[config.mk]
export PLATFORM = sky130hd
export DESIGN_NAME = pmem_arbiter
export DESIGN_NICKNAME = d
export VERILOG_FILES = /design/src/rtl/pmem_arb_pkg.sv /design/src/rtl/pmem_arb_grant.sv /design/src/rtl/pmem_arbiter.sv
export SDC_FILE = /design/constraint.sdc
export NUM_CORES = 1
export LEC_CHECK = 0
export ABC_AREA = 1
export CORE_AREA = 2 2 115 117
export CTS_CLUSTER_SIZE = 10
export DETAILED_ROUTE_END_ITERATION = 6
export DIE_AREA = 0 0 117 119
export PLACE_DENSITY = 0.79
export REMOVE_ABC_BUFFERS = 1
export SLEW_MARGIN = 20
export SYNTH_ARGS = -nofsm -noshare
export SYNTH_HDL_FRONTEND = slang
export SYNTH_HIERARCHICAL = 1
export SYNTH_SLANG_ARGS = --single-unit
export TNS_END_PERCENT = 100
[constraint.sdc]
create_clock -name clk -period 4.3 [get_ports clk]
set_input_delay 0.43 -clock clk [delete_from_list [all_inputs] [get_ports clk]]
set_output_delay 0.43 -clock clk [all_outputs]
set_load 0.01 [all_outputs]
[src/rtl/pmem_arb_pkg.sv]
// Shared types and constants for the pmem arbiter: FSM encoding, owner ids, default widths.
package pmem_arb_pkg;

  typedef enum logic [1:0] {
    IDLE = 2'd0,
    REQ  = 2'd1,
    WAIT = 2'd2,
    RSP  = 2'd3
  } arb_state_t;

  localparam logic OWN_IFU = 1'b0;
  localparam logic OWN_LSU = 1'b1;

  localparam int DEF_ADDR_W = 32;
  localparam int DEF_DATA_W = 32;
  localparam int MASK_W     = 8;

endpackage

[src/rtl/pmem_arb_grant.sv]
// Fixed-priority winner select between IFU and LSU; grant[OWN_IFU]/grant[OWN_LSU] one-hot.
module pmem_arb_grant
  import pmem_arb_pkg::*;
#(
  parameter bit LSU_FIRST = 1'b1
) (
  input  logic       ifu_valid,
  input  logic       lsu_valid,
  output logic [1:0] grant
);

  always_comb begin
    grant = 2'b00;
    if (ifu_valid && lsu_valid) grant[LSU_FIRST ? OWN_LSU : OWN_IFU] = 1'b1;
    else if (lsu_valid)         grant[OWN_LSU] = 1'b1;
    else if (ifu_valid)         grant[OWN_IFU] = 1'b1;
  end

endmodule

[src/rtl/pmem_arbiter.sv]
// Single-outstanding arbiter sharing the pmem port between IFU and LSU.
// Optional WAIT-state watchdog enabled by defining PMEM_ARB_TIMEOUT_EN.
module pmem_arbiter
  import pmem_arb_pkg::*;
#(
  parameter int ADDR_W         = DEF_ADDR_W,
  parameter int DATA_W         = DEF_DATA_W,
  parameter int LSU_FIRST      = 1,
  parameter int TIMEOUT_CYCLES = 64
) (
  input  logic              clk,
  input  logic              rst,
  input  logic              ifu_req_valid,
  output logic              ifu_req_ready,
  input  logic [ADDR_W-1:0] ifu_req_addr,
  output logic              ifu_rsp_valid,
  input  logic              ifu_rsp_ready,
  output logic [DATA_W-1:0] ifu_rsp_rdata,
  output logic              ifu_rsp_err,
  input  logic              lsu_req_valid,
  output logic              lsu_req_ready,
  input  logic [ADDR_W-1:0] lsu_req_addr,
  input  logic              lsu_req_wen,
  input  logic [DATA_W-1:0] lsu_req_wdata,
  input  logic [MASK_W-1:0] lsu_req_wmask,
  output logic              lsu_rsp_valid,
  input  logic              lsu_rsp_ready,
  output logic [DATA_W-1:0] lsu_rsp_rdata,
  output logic              lsu_rsp_err,
  output logic              mem_req_valid,
  input  logic              mem_req_ready,
  output logic [ADDR_W-1:0] mem_req_addr,
  output logic              mem_req_wen,
  output logic [DATA_W-1:0] mem_req_wdata,
  output logic [MASK_W-1:0] mem_req_wmask,
  input  logic              mem_rsp_valid,
  input  logic [DATA_W-1:0] mem_rsp_rdata,
  input  logic              mem_rsp_err,
  output logic              owner,
  output logic              busy,
  output logic              timeout_err
);

  if (TIMEOUT_CYCLES < 1) begin : g_bad_timeout
    $error("TIMEOUT_CYCLES must be at least 1");
  end

  arb_state_t        state, state_nxt;
  logic [1:0]        grant;
  logic [ADDR_W-1:0] addr_q;
  logic              wen_q;
  logic [DATA_W-1:0] wdata_q;
  logic [MASK_W-1:0] wmask_q;
  logic [DATA_W-1:0] rdata_q;
  logic              err_q;
  logic              owner_q;
  logic              accept, mem_acc, rsp_hit, rsp_done, tmo_hit;

  pmem_arb_grant #(.LSU_FIRST(LSU_FIRST != 0)) u_grant (
    .ifu_valid (ifu_req_valid),
    .lsu_valid (lsu_req_valid),
    .grant     (grant)
  );

  assign ifu_req_ready = (state == IDLE) && grant[OWN_IFU];
  assign lsu_req_ready = (state == IDLE) && grant[OWN_LSU];
  assign accept        = ifu_req_ready || lsu_req_ready;
  assign mem_acc       = (state == REQ) && mem_req_ready;
  // pmem responses outside WAIT are dropped here
  assign rsp_hit       = (state == WAIT) && mem_rsp_valid;
  assign rsp_done      = (state == RSP) &&
                         ((owner_q == OWN_LSU) ? lsu_rsp_ready : ifu_rsp_ready);

`ifdef PMEM_ARB_TIMEOUT_EN
  localparam int CNT_W = $clog2(TIMEOUT_CYCLES + 1);
  logic [CNT_W-1:0] wait_cnt;
  logic             tmo_q;

  // A response on the limit cycle wins over the timeout
  assign tmo_hit = (state == WAIT) && !mem_rsp_valid &&
                   (wait_cnt == CNT_W'(TIMEOUT_CYCLES - 1));

  always_ff @(posedge clk) begin
    if (rst) begin
      wait_cnt <= '0;
      tmo_q    <= 1'b0;
    end else begin
      if (mem_acc)              wait_cnt <= '0;
      else if (state == WAIT)   wait_cnt <= wait_cnt + 1'b1;
      if (tmo_hit)              tmo_q    <= 1'b1;
    end
  end

  assign timeout_err = tmo_q;
`else
  assign tmo_hit     = 1'b0;
  assign timeout_err = 1'b0;
`endif

  always_ff @(posedge clk) begin
    if (rst) state <= IDLE;
    else     state <= state_nxt;
  end

  always_comb begin
    state_nxt = state;
    case (state)
      IDLE:    if (accept)             state_nxt = REQ;
      REQ:     if (mem_acc)            state_nxt = WAIT;
      WAIT:    if (rsp_hit || tmo_hit) state_nxt = RSP;
      RSP:     if (rsp_done)           state_nxt = IDLE;
      default:                         state_nxt = IDLE;
    endcase
  end

  always_ff @(posedge clk) begin
    if (rst) begin
      addr_q  <= '0;
      wen_q   <= 1'b0;
      wdata_q <= '0;
      wmask_q <= '0;
      rdata_q <= '0;
      err_q   <= 1'b0;
      owner_q <= OWN_IFU;
    end else begin
      if (accept) begin
        owner_q <= lsu_req_ready ? OWN_LSU : OWN_IFU;
        addr_q  <= lsu_req_ready ? lsu_req_addr : ifu_req_addr;
        wen_q   <= lsu_req_ready && lsu_req_wen;
        wdata_q <= lsu_req_ready ? lsu_req_wdata : '0;
        wmask_q <= lsu_req_ready ? lsu_req_wmask : '0;
      end
      if (rsp_hit) begin
        rdata_q <= wen_q ? '0 : mem_rsp_rdata;
        err_q   <= mem_rsp_err;
      end else if (tmo_hit) begin
        rdata_q <= '0;
        err_q   <= 1'b1;
      end
    end
  end

  assign mem_req_valid = (state == REQ);
  assign mem_req_addr  = addr_q;
  assign mem_req_wen   = wen_q;
  assign mem_req_wdata = wdata_q;
  assign mem_req_wmask = wmask_q;

  assign ifu_rsp_valid = (state == RSP) && (owner_q == OWN_IFU);
  assign lsu_rsp_valid = (state == RSP) && (owner_q == OWN_LSU);
  assign ifu_rsp_rdata = ifu_rsp_valid ? rdata_q : '0;
  assign ifu_rsp_err   = ifu_rsp_valid && err_q;
  assign lsu_rsp_rdata = lsu_rsp_valid ? rdata_q : '0;
  assign lsu_rsp_err   = lsu_rsp_valid && err_q;

  assign owner = owner_q;
  assign busy  = (state != IDLE);

endmodule

==> results of run 1 <==
==> per-layer routing <==
| layer | up-vias | part of all wire, % | wire length [um] |
|---|---|---|---|
| li1 | 2628 | - | - |
| met1 | 2287 | 42 | 6560 |
| met2 | 178 | 48 | 7410 |
| met3 | 38 | 6.1 | 949 |
| met4 | 0 | 3.8 | 586 |
| met5 | - | 0 | 0 |
==> layout make-up <==
cell class	instances	share of cell area [%]
multi-input cells	451	25.8
repair buffers	296	37.5
clock inverters	5	0.729
inverters	52	2.47
flip-flops and latches	109	27.6
clock buffers	11	3.07
well taps	176	2.79
==> sequential cells by signal, indices dropped and copies added, names as in the netlist <==
register       count
mem_req_wdata     32
mem_req_wmask      8
mem_req_wen        1
owner              1
state              2
err_q              1
mem_req_addr      32
rdata_q           32
==> how the worst max path moves through the flow <==
stage	from	end	slack [ns]	cells after the start
final	state[0]	ifu_rsp_rdata[0]	1.48	6
after global routing	state[0]	ifu_rsp_rdata[11]	1.25	6
after CTS	state[0]	ifu_rsp_rdata[0]	1.45	6
after detailed placement	lsu_req_valid	lsu_req_ready	1.81	4
after global placement	lsu_req_valid	lsu_req_ready	1.82	4
after floorplan	state[0]	mem_req_addr[16]	1.98	8
==> through the flow <==
step	power [mW]	util, %
2_1_floorplan	2.05	-
3_3_place_gp	2.77	59.0
3_5_place_dp	2.79	59.0
4_1_cts	3.64	61.3
5_1_grt	3.85	61.4
6_report	3.62	61.4
==> worst register-to-register path: cells and delay by family, from the launching register on <==
kind                       cells  cell delay [ns]
adders and majority gates      1             0.28
buffers and inverters          4             0.84
and+or+nand+nor                3             0.43
AOI/OAI and AO/OA              2             0.17
DFF                            1             0.38
==> synthesized netlist by cell type, types with 5 or more instances <==
| master | n | area (um2) |
|---|---|---|
| a211oi_1 | 32 | 240 |
| a21oi_1 | 106 | 531 |
| buf_1 | 5 | 18.8 |
| buf_2 | 17 | 85.1 |
| clkbuf_1 | 25 | 93.8 |
| dfxtp_1 | 109 | 2180 |
| inv_1 | 50 | 188 |
| nand2_1 | 131 | 492 |
| nor2_1 | 138 | 518 |
| o21ai_0 | 15 | 75.1 |
| o21ai_1 | 17 | 85.1 |
==> power breakdown <==
group          internal [mW]  switching [mW]
registers               1.24           0.104
clock network          0.471           0.377
logic                  0.656           0.767
total                   2.37            1.25
==> cells by family (layout without fill, tap and decap cells) <==
| logic type | Yosys count | in the layout |
|---|---|---|
| AOI/OAI and AO/OA | 170 | 170 |
| other | 1 | 1 |
| and+or+nand+nor | 276 | 276 |
| buffers and inverters | 104 | 364 |
| adders and majority gates | 4 | 4 |
| DFF | 109 | 109 |
==> flow_summary.yaml, run 1 <==
cells_and_area:
  fin_area_mm2: 0.00790
  nFillCells: 1144
  multi_input_area_mm2: 0.00204
  layout_commonest_cell: "clkdlybuf4s50_1"
  final_layout_size_suffix_gt1_share_pct: 2.71
  stdcell_count: 1100
  nNetsFinal: 1069
  ff_latch_area_mm2: 0.00218
  antennaDiodeCount: 0
  area_delta_synth_final_pct: 69.6
  final_cell_mix: "clkdlybuf4s50_1 (290), nor2_1 (138), nand2_1 (130), dfxtp_1 (109), a21oi_1 (106)"
timing:
  rsz0062_at_grt: "no"
  setup_tns_ns: 0
  fmax_mhz: 355
  fin_crit_sh_pct: 65.5
  worst-slew-pin-transition_ns: 1.05
  fin_skew_ns: 0.0119
  whs_ns: 0.463
  setup_slack_ns: 1.48
  hold_violations: 0
  setup_violations: 0
  relSlewSlack_pct: 30.0
  drv_slew: 0
  fin_crit_ns: 2.82
synthesis:
  synth_compound_area_share_pct: 20.0
  netlist_area_mm2: 0.00466
  postSynthAreaPerCell_um2: 7.01
  ys.warnings.count: 6
  ys_types: 19
  synthMuxAreaShare_pct: 0
  synth_top_flop_cell: "dfxtp_1"
  synth_edf_count: 0
  syn_inst: 664
  synth-async-reset-ratio_pct: 0
  synth-simple-area-share_pct: 22.5
  synth_fa_ha_area_share_pct: 1.07
  synth_top_family_by_area: "simple AND/OR/NAND/NOR gates"
  synth_xor_area_share_pct: 0
  yosysSeqAreaShare_pct: 46.9
  synth_seq_cells: 109
global_route:
  track_usage_pct: 21.5
  grt.met3_usage_pct: 4.17
  grt_pass1_wl_mm: 23.6
  grt_pass1_vias: 4609
  top_usage_layer: "met2"
  grt_max_degree: 105
  grt_overflow: 0
  grtUsageMet1_pct: 25.9
  antenna_found_initial: 0
  grt_util_met2_pct: 36.0
route:
  ant_nets: 0
  routed_via_density: 4.66
  vias: 5131
  wl_per_cell_um: 14.1
  routed_wl_mm: 15.5
  drc: 0
  first_iter_violations: 249
  dr.pass1.iters: 5
die:
  die_area_mm2: 0.0139
  core_region_area_mm2: 0.0129
  row_count: 42
  dieWidth_um: 117
  die_height_um: 119
  start_util_pct: 36.2
  io_pins: 293
clocking:
  hold_buffers: 0
  htree_levels: 3
  postCtsResizedCells: 0
  clk_latency_ns: 0.35
  cts_sinks: 109
  cts_setup_buffers: 0
  tritoncts: "done"
  clkTransAtPathRegs_ns: 0.07
  clockBufferDepth: 2
  numCtsBuffers: 9
  ctsRootBufferMaster: "clkbuf_16"
setup_path:
  cp_slowest_cell: "clkdlybuf4s50_1"
  end_kind: "output pin"
  r2r_slack_ns: 2.06
  worst_setup_path_start_kind: "flip-flop"
  r2r_start: "state[0]"
  crit_path_max_incr_delay_ns: 0.57
  cp.required_ns: 3.87
  worst-path-buf-inv: 3
  arrival_ns: 2.39
  path_max_fanout: 33
  reg2reg_to: "mem_req_addr[4]"
  reg2reg_depth: 10
  setup.worst_path.class: "reg2out"
  crit_chain: "ha_1 > inv_1 > nor2_1 > inv_1 > nor2_1 > clkdlybuf4s50_1"
  cpLargestDelayFamily: "buffers and inverters"
placed_design:
  gp_congestion: 0.834
  detailedPlace.worstSlack_ns: 1.81
  portBuffers: 291
  post_dp_cell_area_mm2: 0.00759
  dp_hpwl_mm: 11.1
  dp_cells: 1084
outcome:
  status: "completed"
worst_hold_path:
  hold_start: "mem_req_wdata[0]"
  hold_path_end: "mem_req_wdata[0]"
  hp-class: "reg2reg"
  min_path_cells: 2
power:
  p_leak_nw: 2.87
  ir_drop_mv: 0.314
  powerDensity_mw_per_mm2: 458
run:
  drv_cap: 0
No activity file was read; power rests on OpenSTA's default activity.
==> run 2: changes to the inputs <==
--- a/config.mk
+++ b/config.mk
@@ -6,10 +6,10 @@
 export NUM_CORES = 1
 export LEC_CHECK = 0
 export ABC_AREA = 1
-export CORE_AREA = 2 2 115 117
+export CORE_MARGIN = 2
+export CORE_UTILIZATION = 37
 export CTS_CLUSTER_SIZE = 10
 export DETAILED_ROUTE_END_ITERATION = 6
-export DIE_AREA = 0 0 117 119
 export PLACE_DENSITY = 0.79
 export REMOVE_ABC_BUFFERS = 1
 export SLEW_MARGIN = 20
==> constraint.sdc (replaced) <==
create_clock -name clk -period 2.81 [get_ports clk]
set_input_delay 0.281 -clock clk [delete_from_list [all_inputs] [get_ports clk]]
set_output_delay 0.281 -clock clk [all_outputs]
set_load 0.01 [all_outputs]
==> run 2 against run 1 <==
Global-route usage is 0.27 points higher; largest cell class unchanged; worst hold slack lost 0.0014 ns; critical path depth up 1; highest routed layer unchanged; largest power group unchanged; flip-flop and latch count unchanged.
==> flow_summary.yaml, run 2 (synthesis results as in run 1) <==
power:
  finalPower_mw: 5.47
  powerDensity_mw_per_mm2: 689
  p_leak_nw: 2.89
  ir_drop_mv: 0.466
die:
  io_pins: 293
  dieWidth_um: 116
  start_util_pct: 38.3
  die_height_um: 116
  row_count: 40
  core_region_area_mm2: 0.0122
  die_area_mm2: 0.0135
timing:
  fin_crit_sh_pct: 90.4
  relSlewSlack_pct: 52.8
  whs_ns: 0.461
  fin_skew_ns: 0.00933
  fin_crit_ns: 2.54
  setup_violations: 0
  setup_slack_ns: 0.270
  hold_violations: 0
  setup_tns_ns: 0
  worst-slew-pin-transition_ns: 0.707
  fmax_mhz: 394
  drv_slew: 0
  rsz0062_at_grt: "no"
setup_path:
  setup.worst_path.class: "reg2out"
  worst-path-buf-inv: 4
  crit_chain: "ha_1 > inv_1 > nor2_2 > clkinvlp_4 > buf_4 > nor2_1 > clkdlybuf4s50_1"
  path_max_fanout: 17
  arrival_ns: 2.26
  crit_path_max_incr_delay_ns: 0.55
  cp_slowest_cell: "clkdlybuf4s50_1"
  cpLargestDelayFamily: "buffers and inverters"
  r2r_start: "state[0]"
  worst_setup_path_start_kind: "flip-flop"
  crit_start: "state[1]"
  cp.required_ns: 2.53
  end_kind: "output pin"
clocking:
  clockBufferDepth: 2
  htree_levels: 3
  ctsRootBufferMaster: "clkbuf_16"
  clk_latency_ns: 0.34
  tritoncts: "done"
  cts_sinks: 109
  clkTransAtPathRegs_ns: 0.07
  numCtsBuffers: 9
cells_and_area:
  area_delta_synth_final_pct: 70.7
  final_cell_mix: "clkdlybuf4s50_1 (290), nor2_1 (137), nand2_1 (130), dfxtp_1 (109), a21oi_1 (106)"
  fin_area_mm2: 0.00795
  nFillCells: 1076
  ff_latch_area_mm2: 0.00218
  final_layout_size_suffix_gt1_share_pct: 4.07
  antennaDiodeCount: 0
  layout_commonest_cell: "clkdlybuf4s50_1"
  stdcell_count: 1102
  nNetsFinal: 1079
  multi_input_area_mm2: 0.00204
  finalCoreUtilization_pct: 65.4
global_route:
  grt_pass1_wl_mm: 23.2
  track_usage_pct: 21.8
  grt_max_degree: 77
  antenna_found_initial: 0
  grt_overflow: 0
  grt_pass1_vias: 4509
route:
  routed_wl_mm: 15.8
  ant_nets: 0
  first_iter_violations: 284
  dr.pass1.iters: 4
  vias: 5082
  wl_per_cell_um: 14.3
  drc: 0
  routed_via_density: 4.61
placed_design:
  post_dp_cell_area_mm2: 0.00764
  gp_congestion: 0.819
  dp_hpwl_mm: 11.5
  dp_cells: 1082
  detailedPlace.worstSlack_ns: 0.527
  portBuffers: 291
outcome:
  status: "completed"
worst_hold_path:
  hp-class: "reg2reg"
  hold_start: "mem_req_wdata[18]"
run:
  drv_cap: 0
run 2: cell count changes in the layout (fill, tap and decap cells not counted):
cell / delta
nor2_2: +1
buf_4: +8
nand2_4: -1
buf_12: +1
clkinvlp_4: +4
bufinv_16: -1
clkbuf_1: -1
inv_1: -1
nor2_1: -1
nand2_2: +1
clkinv_2: +1
clkbuf_8: -1
run 2: report_power, final:
part | leakage [nW] | switching (mW) | internal (mW)
sequential | 0.893 | 0.156 | 1.90
clock | 0.132 | 0.566 | 0.603
combinational | 1.86 | 1.21 | 1.05
run 2: per-layer routing:
layer	vias up	part of all wire (%)	global-route usage [%]
met5	-	0	0
li1	2642	-	-
met2	151	49	36.8
met4	0	1.2	5.87
met1	2275	42	27.2
met3	14	7.6	6.49
run 2: worst reg2reg max path, delay by kind of cell, from the launching register on:
kind / cells / cell delay, ns
buffers and inverters: 4 / 0.82
and+or+nand+nor: 3 / 0.41
DFF: 1 / 0.38
adders and majority gates: 1 / 0.27
AOI/OAI and AO/OA: 2 / 0.17
run 2: worst paths after layout:
path                            slack (ns)                 to  cells after the start
worst min register to register        0.46  mem_req_wdata[18]                      2
worst max-delay path                  0.27   ifu_rsp_rdata[0]                      7
worst min-delay path                  0.46  mem_req_wdata[18]                      2
worst max register to register        0.63   mem_req_addr[10]                     10
run 2: area by class of cell:
type | instances | share of cell area, %
sequential | 109 | 27.4
clock buffer | 9 | 2.83
timing repair buffer | 305 | 38.2
clock inverter | 7 | 0.598
timing repair inverter | 1 | 0.0944
multi-input combinational | 451 | 25.6
inverter | 52 | 2.50
tap | 168 | 2.64
run 2: what timing repair did:
action	in CTS	in global routing
endpoints found under the setup margin	0	22
buffers inserted	0	3
resized for setup	0	3
hold buffers	0	0
==> variant 1 (settings of run 1) <==
Register the outputs `ifu_rsp_err` and `lsu_rsp_err`; this adds one clock of latency there. The other outputs are not delayed to match.
--- a/src/rtl/pmem_arbiter.sv
+++ b/src/rtl/pmem_arbiter.sv
@@ -151,5 +151,7 @@
   assign ifu_rsp_rdata = ifu_rsp_valid ? rdata_q : '0;
-  assign ifu_rsp_err   = ifu_rsp_valid && err_q;
   assign lsu_rsp_rdata = lsu_rsp_valid ? rdata_q : '0;
-  assign lsu_rsp_err   = lsu_rsp_valid && err_q;
+  always_ff @(posedge clk) begin
+    ifu_rsp_err <= ifu_rsp_valid && err_q;
+    lsu_rsp_err <= lsu_rsp_valid && err_q;
+  end
 
Check against the original RTL: not equivalent (Yosys sat finds a counterexample within 4 cycles, from zero or initial values and one cycle with rst high).
==> variant 1 against run 1 <==
- area after synthesis increased by 0.86%
- routed wire length decreased by 0.37%
- sequential cell count increased by 2
- first-iteration DRC count increased by 35%
- final area increased by 0.48%
- setup slack got worse by 0.0051 ns
- global-route usage decreased by 0.35 points
- total power about the same
- critical endpoint is now ifu_rsp_rdata[17]
- largest power group unchanged
- highest routed layer unchanged
==> variant 1: results (changes against run 1) <==
{| class="wikitable"
! Metric !! Value
|-
| Largest fanout of any net on the critical path || 33 (unchanged)
|-
| Cells resized by post-CTS repair || 0 (unchanged)
|-
| Gate count after technology mapping || 666 (was 664)
|-
| Cell type of the slowest stage on the worst timing path || clkdlybuf4s50_1 (unchanged)
|-
| Setup skew after layout || 0.007191 ns (was 0.01191 ns)
|-
| Share of post-route cells with drive strength above 1 || 2.808% (was 2.706%)
|-
| DP Wirelength || 11100 µm (was 11150 µm)
|-
| Worst-case register-to-register setup slack || 1.96 ns (was 2.06 ns)
|-
| RD Place Congestion || 0.7916 (was 0.8336)
|-
| Setup Fix Bufs, Post-CTS || 0 (unchanged)
|-
| First-pass DRT Iterations || 4 (was 5)
|-
| Wire length of the first global-routing pass || 23450 µm (was 23560 µm)
|-
| Delay-heaviest family, CP || buffers and inverters (unchanged)
|-
| Layout net count || 1071 (was 1069)
|-
| Dominant cells by area after synthesis || dfxtp_1 (47%), a21oi_1 (11%), nor2_1 (11%), nand2_1 (10%), a211oi_1 (5.1%) (was dfxtp_1 (47%), a21oi_1 (11%), nor2_1 (11%), nand2_1 (11%), a211oi_1 (5.2%))
|-
| Number of setup violations in the final report || 0 (unchanged)
|-
| Total of buffers placed on input and output ports || 291 (unchanged)
|-
| Routed length per placed instance || 14.02 µm (was 14.10 µm)
|-
| Capturing instance or port of the critical path || ifu_rsp_rdata[17] (was ifu_rsp_rdata[0])
|-
| FILL cells || 1160 (was 1144)
|-
| Critical path launch point || state[1]$_SDFFE_PP0P_ (was state[0]$_SDFFE_PP0P_)
|-
| Tightest Hold Check Type || flop to flop (unchanged)
|-
| Clock Path Buffers || 2 (unchanged)
|-
| Headroom to the max-slew limit || 31.29% (was 30.01%)
|-
| Violation count after the first detailed-routing iteration || 336 (was 249)
|-
| Number of cells on the worst reg-to-reg path || 10 (unchanged)
|-
| Biggest cell delay along the critical path || 0.57 ns (about the same)
|-
| Via count of the first global-routing pass || 4739 (was 4609)
|-
| Largest net degree at the start of global routing || 105 (unchanged)
|-
| Leak pwr || 2.880 nW (was 2.872 nW)
|-
| Gr usage total || 21.14% (was 21.49%)
|-
| Seq/Total Area, Yosys || 47.31% (was 46.86%)
|-
| Most common library cells after synthesis || nor2_1 (138), nand2_1 (131), dfxtp_1 (111), a21oi_1 (106), inv_1 (50) (was nor2_1 (138), nand2_1 (131), dfxtp_1 (109), a21oi_1 (106), inv_1 (50))
|-
| Data arrival, critical path || 2.39 ns (about the same)
|-
| Maximum ir drop on the vdd rail || 0.1918 mV (was 0.3139 mV)
|-
| Critical register-to-register path endpoint || mem_req_addr[29]$_SDFFE_PP0P_ (was mem_req_addr[4]$_SDFFE_PP0P_)
|-
| DR vias/cell || 4.643 (was 4.665)
|-
| Async S/R FF share, synth || 0% (unchanged)
|-
| Root buf cell || clkbuf_16 (unchanged)
|-
| Run status || finished, final reports clean (unchanged)
|-
| Number of buffers inserted during clock tree synthesis || 9 (unchanged)
|-
| Total number of vias || 5117 (was 5131)
|}
-- variant 1: cell types whose count changed in the layout (fill, tap and decap cells not counted) --
| cell | delta |
|---|---|
| clkinv_4 | +1 |
| inv_6 | -1 |
| clkbuf_1 | -1 |
| dfxtp_1 | +2 |
| clkinvlp_4 | +2 |
| clkbuf_8 | -1 |
-- variant 1: layout make-up --
class / instances / area, µm² / area share (%)
Timing Repair Buffer: 296 / 2960 / 37.30
Sequential cell: 111 / 2222 / 28.00
Multi-Input combinational cell: 451 / 2041 / 25.71
Clock buffer: 9 / 225.2 / 2.838
Tap cell: 176 / 220.2 / 2.775
Inverter: 52 / 195.2 / 2.459
Clock inverter: 7 / 72.57 / 0.9144
-- variant 1: through the flow --
| stage | instance area, µm² | worst slack [ns] |
|---|---|---|
| after detailed placement | 7634 | 1.777 |
| after global placement | 7634 | 1.785 |
| after floorplan | 4451 | 1.978 |
| after CTS | 7931 | 1.402 |
| final | 7936 | 1.478 |
| after global routing | 7936 | 1.175 |
-- variant 1: cell families after synthesis --
group                    Yosys count  share of synthesized area [%]
buffers and inverters            104                          9.403
AO/OA/AOI/OAI                    170                          19.82
other                              1                        0.07984
flip-flops                       111                          47.31
AND/OR/NAND/NOR                  276                          22.32
adder cells (fa/ha/maj)            4                          1.066
-- variant 1: how the worst min path moves through the flow --
stage                                         startpoint                              to  slack [ns]  depth (start not counted)
after floorplan                       err_q$_SDFFE_PP0P_             ifu_rsp_err$_DFF_P_        0.44                          2
after global placement     mem_req_wdata[6]$_SDFFE_PP0P_   mem_req_wdata[6]$_SDFFE_PP0P_        0.45                          2
after detailed placement  mem_req_wdata[25]$_SDFFE_PP0P_  mem_req_wdata[25]$_SDFFE_PP0P_        0.45                          2
after CTS                  mem_req_wdata[1]$_SDFFE_PP0P_   mem_req_wdata[1]$_SDFFE_PP0P_        0.46                          2
after global routing      mem_req_wdata[21]$_SDFFE_PP0P_  mem_req_wdata[21]$_SDFFE_PP0P_        0.48                          2
final                      mem_req_wdata[3]$_SDFFE_PP0P_   mem_req_wdata[3]$_SDFFE_PP0P_        0.46                          2
-- variant 1: metal layers --
metal	routed length (µm)	GRT usage, %	vias up
li1	-	-	2634
met3	1073	4.835	35
met1	6424	25.54	2275
met5	0	0	-
met2	7404	35.33	173
met4	550	9.632	0
-- variant 1: report_power, final --
group          total (mW)  leakage (nW)  internal [mW]  switching, mW
sequential           1.36         0.909           1.26          0.105
combinational        1.41          1.83          0.659          0.756
clock               0.837         0.142          0.453          0.384
-- variant 1: worst min-delay path: cells and delay by family (launching register included) --
kind / cells / cell delay, ns
flip-flops: 1 / 0.31
AND/OR/NAND/NOR: 1 / 0.06
AO/OA/AOI/OAI: 1 / 0.05
==> variant 2 (config.mk and constraints of run 1) <==
Without the edit above. The package constant `MASK_W` goes from 8 to 12.
--- a/src/rtl/pmem_arb_pkg.sv
+++ b/src/rtl/pmem_arb_pkg.sv
@@ -15,3 +15,3 @@
   localparam int DEF_DATA_W = 32;
-  localparam int MASK_W     = 8;
+  localparam int MASK_W     = 12;
 
Ports: changed (resized lsu_req_wmask and mem_req_wmask); port bits go from 293 to 301. The function was not compared with the original's and may differ.
==> variant 2 against run 1 <==
- clock power is 82% higher
- setup slack got worse by 0.28 ns
- synthesized cell count rose by 2.4%
- sequential cell count up 4
- routed wire length up 3.4%
- final area increased by 7.1%
- first-iteration DRC count grew 6.0%
- area after synthesis grew 3.1%
- total power grew 21%
==> variant 2: results (changes against run 1) <==
{| class="wikitable"
! Metric !! Value
|-
| Count of flip-flops and latches || 113 (was 109)
|-
| Number of cells on the worst reg-to-reg path || 9 (was 10)
|-
| Synth Area per Inst || 7.064 µm² (was 7.014 µm²)
|-
| DR vias/cell || 4.708 (was 4.665)
|-
| Critical register-to-register path endpoint || mem_req_addr[14]$_SDFFE_PP0P_ (was mem_req_addr[4]$_SDFFE_PP0P_)
|-
| DP Wirelength || 11260 µm (was 11150 µm)
|-
| Register clock-pin slew on the reported worst setup and hold paths || 0.05 ns (was 0.07 ns)
|-
| Seq/Total Area, Yosys || 47.10% (was 46.86%)
|-
| Clock latency on the worst-skew pair || 0.40 ns (was 0.35 ns)
|-
| Proportion of cell area occupied by multi-input gates || 24.73% (was 25.84%)
|-
| Total number of vias || 5362 (was 5131)
|-
| Portion of the layout cell area used by non-clock buffers || 35.84% (was 37.48%)
|-
| Dominant cells by area after synthesis || dfxtp_1 (47%), a21oi_1 (11%), nand2_1 (11%), nor2_1 (11%), a211oi_1 (5.0%) (was dfxtp_1 (47%), a21oi_1 (11%), nor2_1 (11%), nand2_1 (11%), a211oi_1 (5.2%))
|-
| Post-Place Cells || 1107 (was 1084)
|-
| Destination of the worst hold path || mem_req_wdata[4]$_SDFFE_PP0P_ (was mem_req_wdata[0]$_SDFFE_PP0P_)
|-
| Non-clock buffer total of the final layout || 303 (was 296)
|-
| Run status || finished, final reports clean (unchanged)
|-
| Number of levels the H-tree was split into || 4 (was 3)
|-
| Switching power share of the total || 31.11% (was 34.53%)
|-
| Capturing instance or port of the critical path || lsu_req_ready (was ifu_rsp_rdata[0])
|-
| Data arrival, critical path || 2.67 ns (was 2.39 ns)
|-
| CLK BUF || 24 (was 11)
|-
| Gr usage total || 21.92% (was 21.49%)
|-
| RD Place Congestion || 0.8285 (was 0.8336)
|-
| Launching point of the worst reg2reg path || state[1]$_SDFFE_PP0P_ (was state[0]$_SDFFE_PP0P_)
|-
| Slew at the pin closest to its max-slew limit || 1.038 ns (was 1.049 ns)
|-
| Via count of the first global-routing pass || 4985 (was 4609)
|-
| Number of buffers inserted during clock tree synthesis || 17 (was 9)
|}
==> variant 2: cell types whose count changed after synthesis, sizes merged <==
cell / change
nand2: +8
a21oi: +4
dfxtp: +4
clkbuf: -1
buf: +1
==> variant 2: metrics by stage <==
stage	instance area [µm²]	setup slack, ns
after detailed placement	7796	1.239
after floorplan	4541	1.899
after global placement	7796	1.342
final	8463	1.201
after CTS	8456	1.136
after global routing	8463	0.9760
==> variant 2: layer usage <==
metal	track usage, %	vias to the layer above	wire (µm)
met4	6.471	0	226
li1	-	2718	-
met5	0	-	0
met1	24.98	2426	6519
met3	7.786	16	1429
met2	38.08	202	7857
==> variant 2: logic make-up (layout without fill, tap and decap cells) <==
group	Yosys count	count (layout)	synth area share, %
and+or+nand+nor	284	284	22.45
AOI/OAI and AO/OA	174	174	19.80
DFF	113	113	47.10
buffers and inverters	104	387	9.534
adders and majority gates	4	4	1.042
other	1	1	0.07807
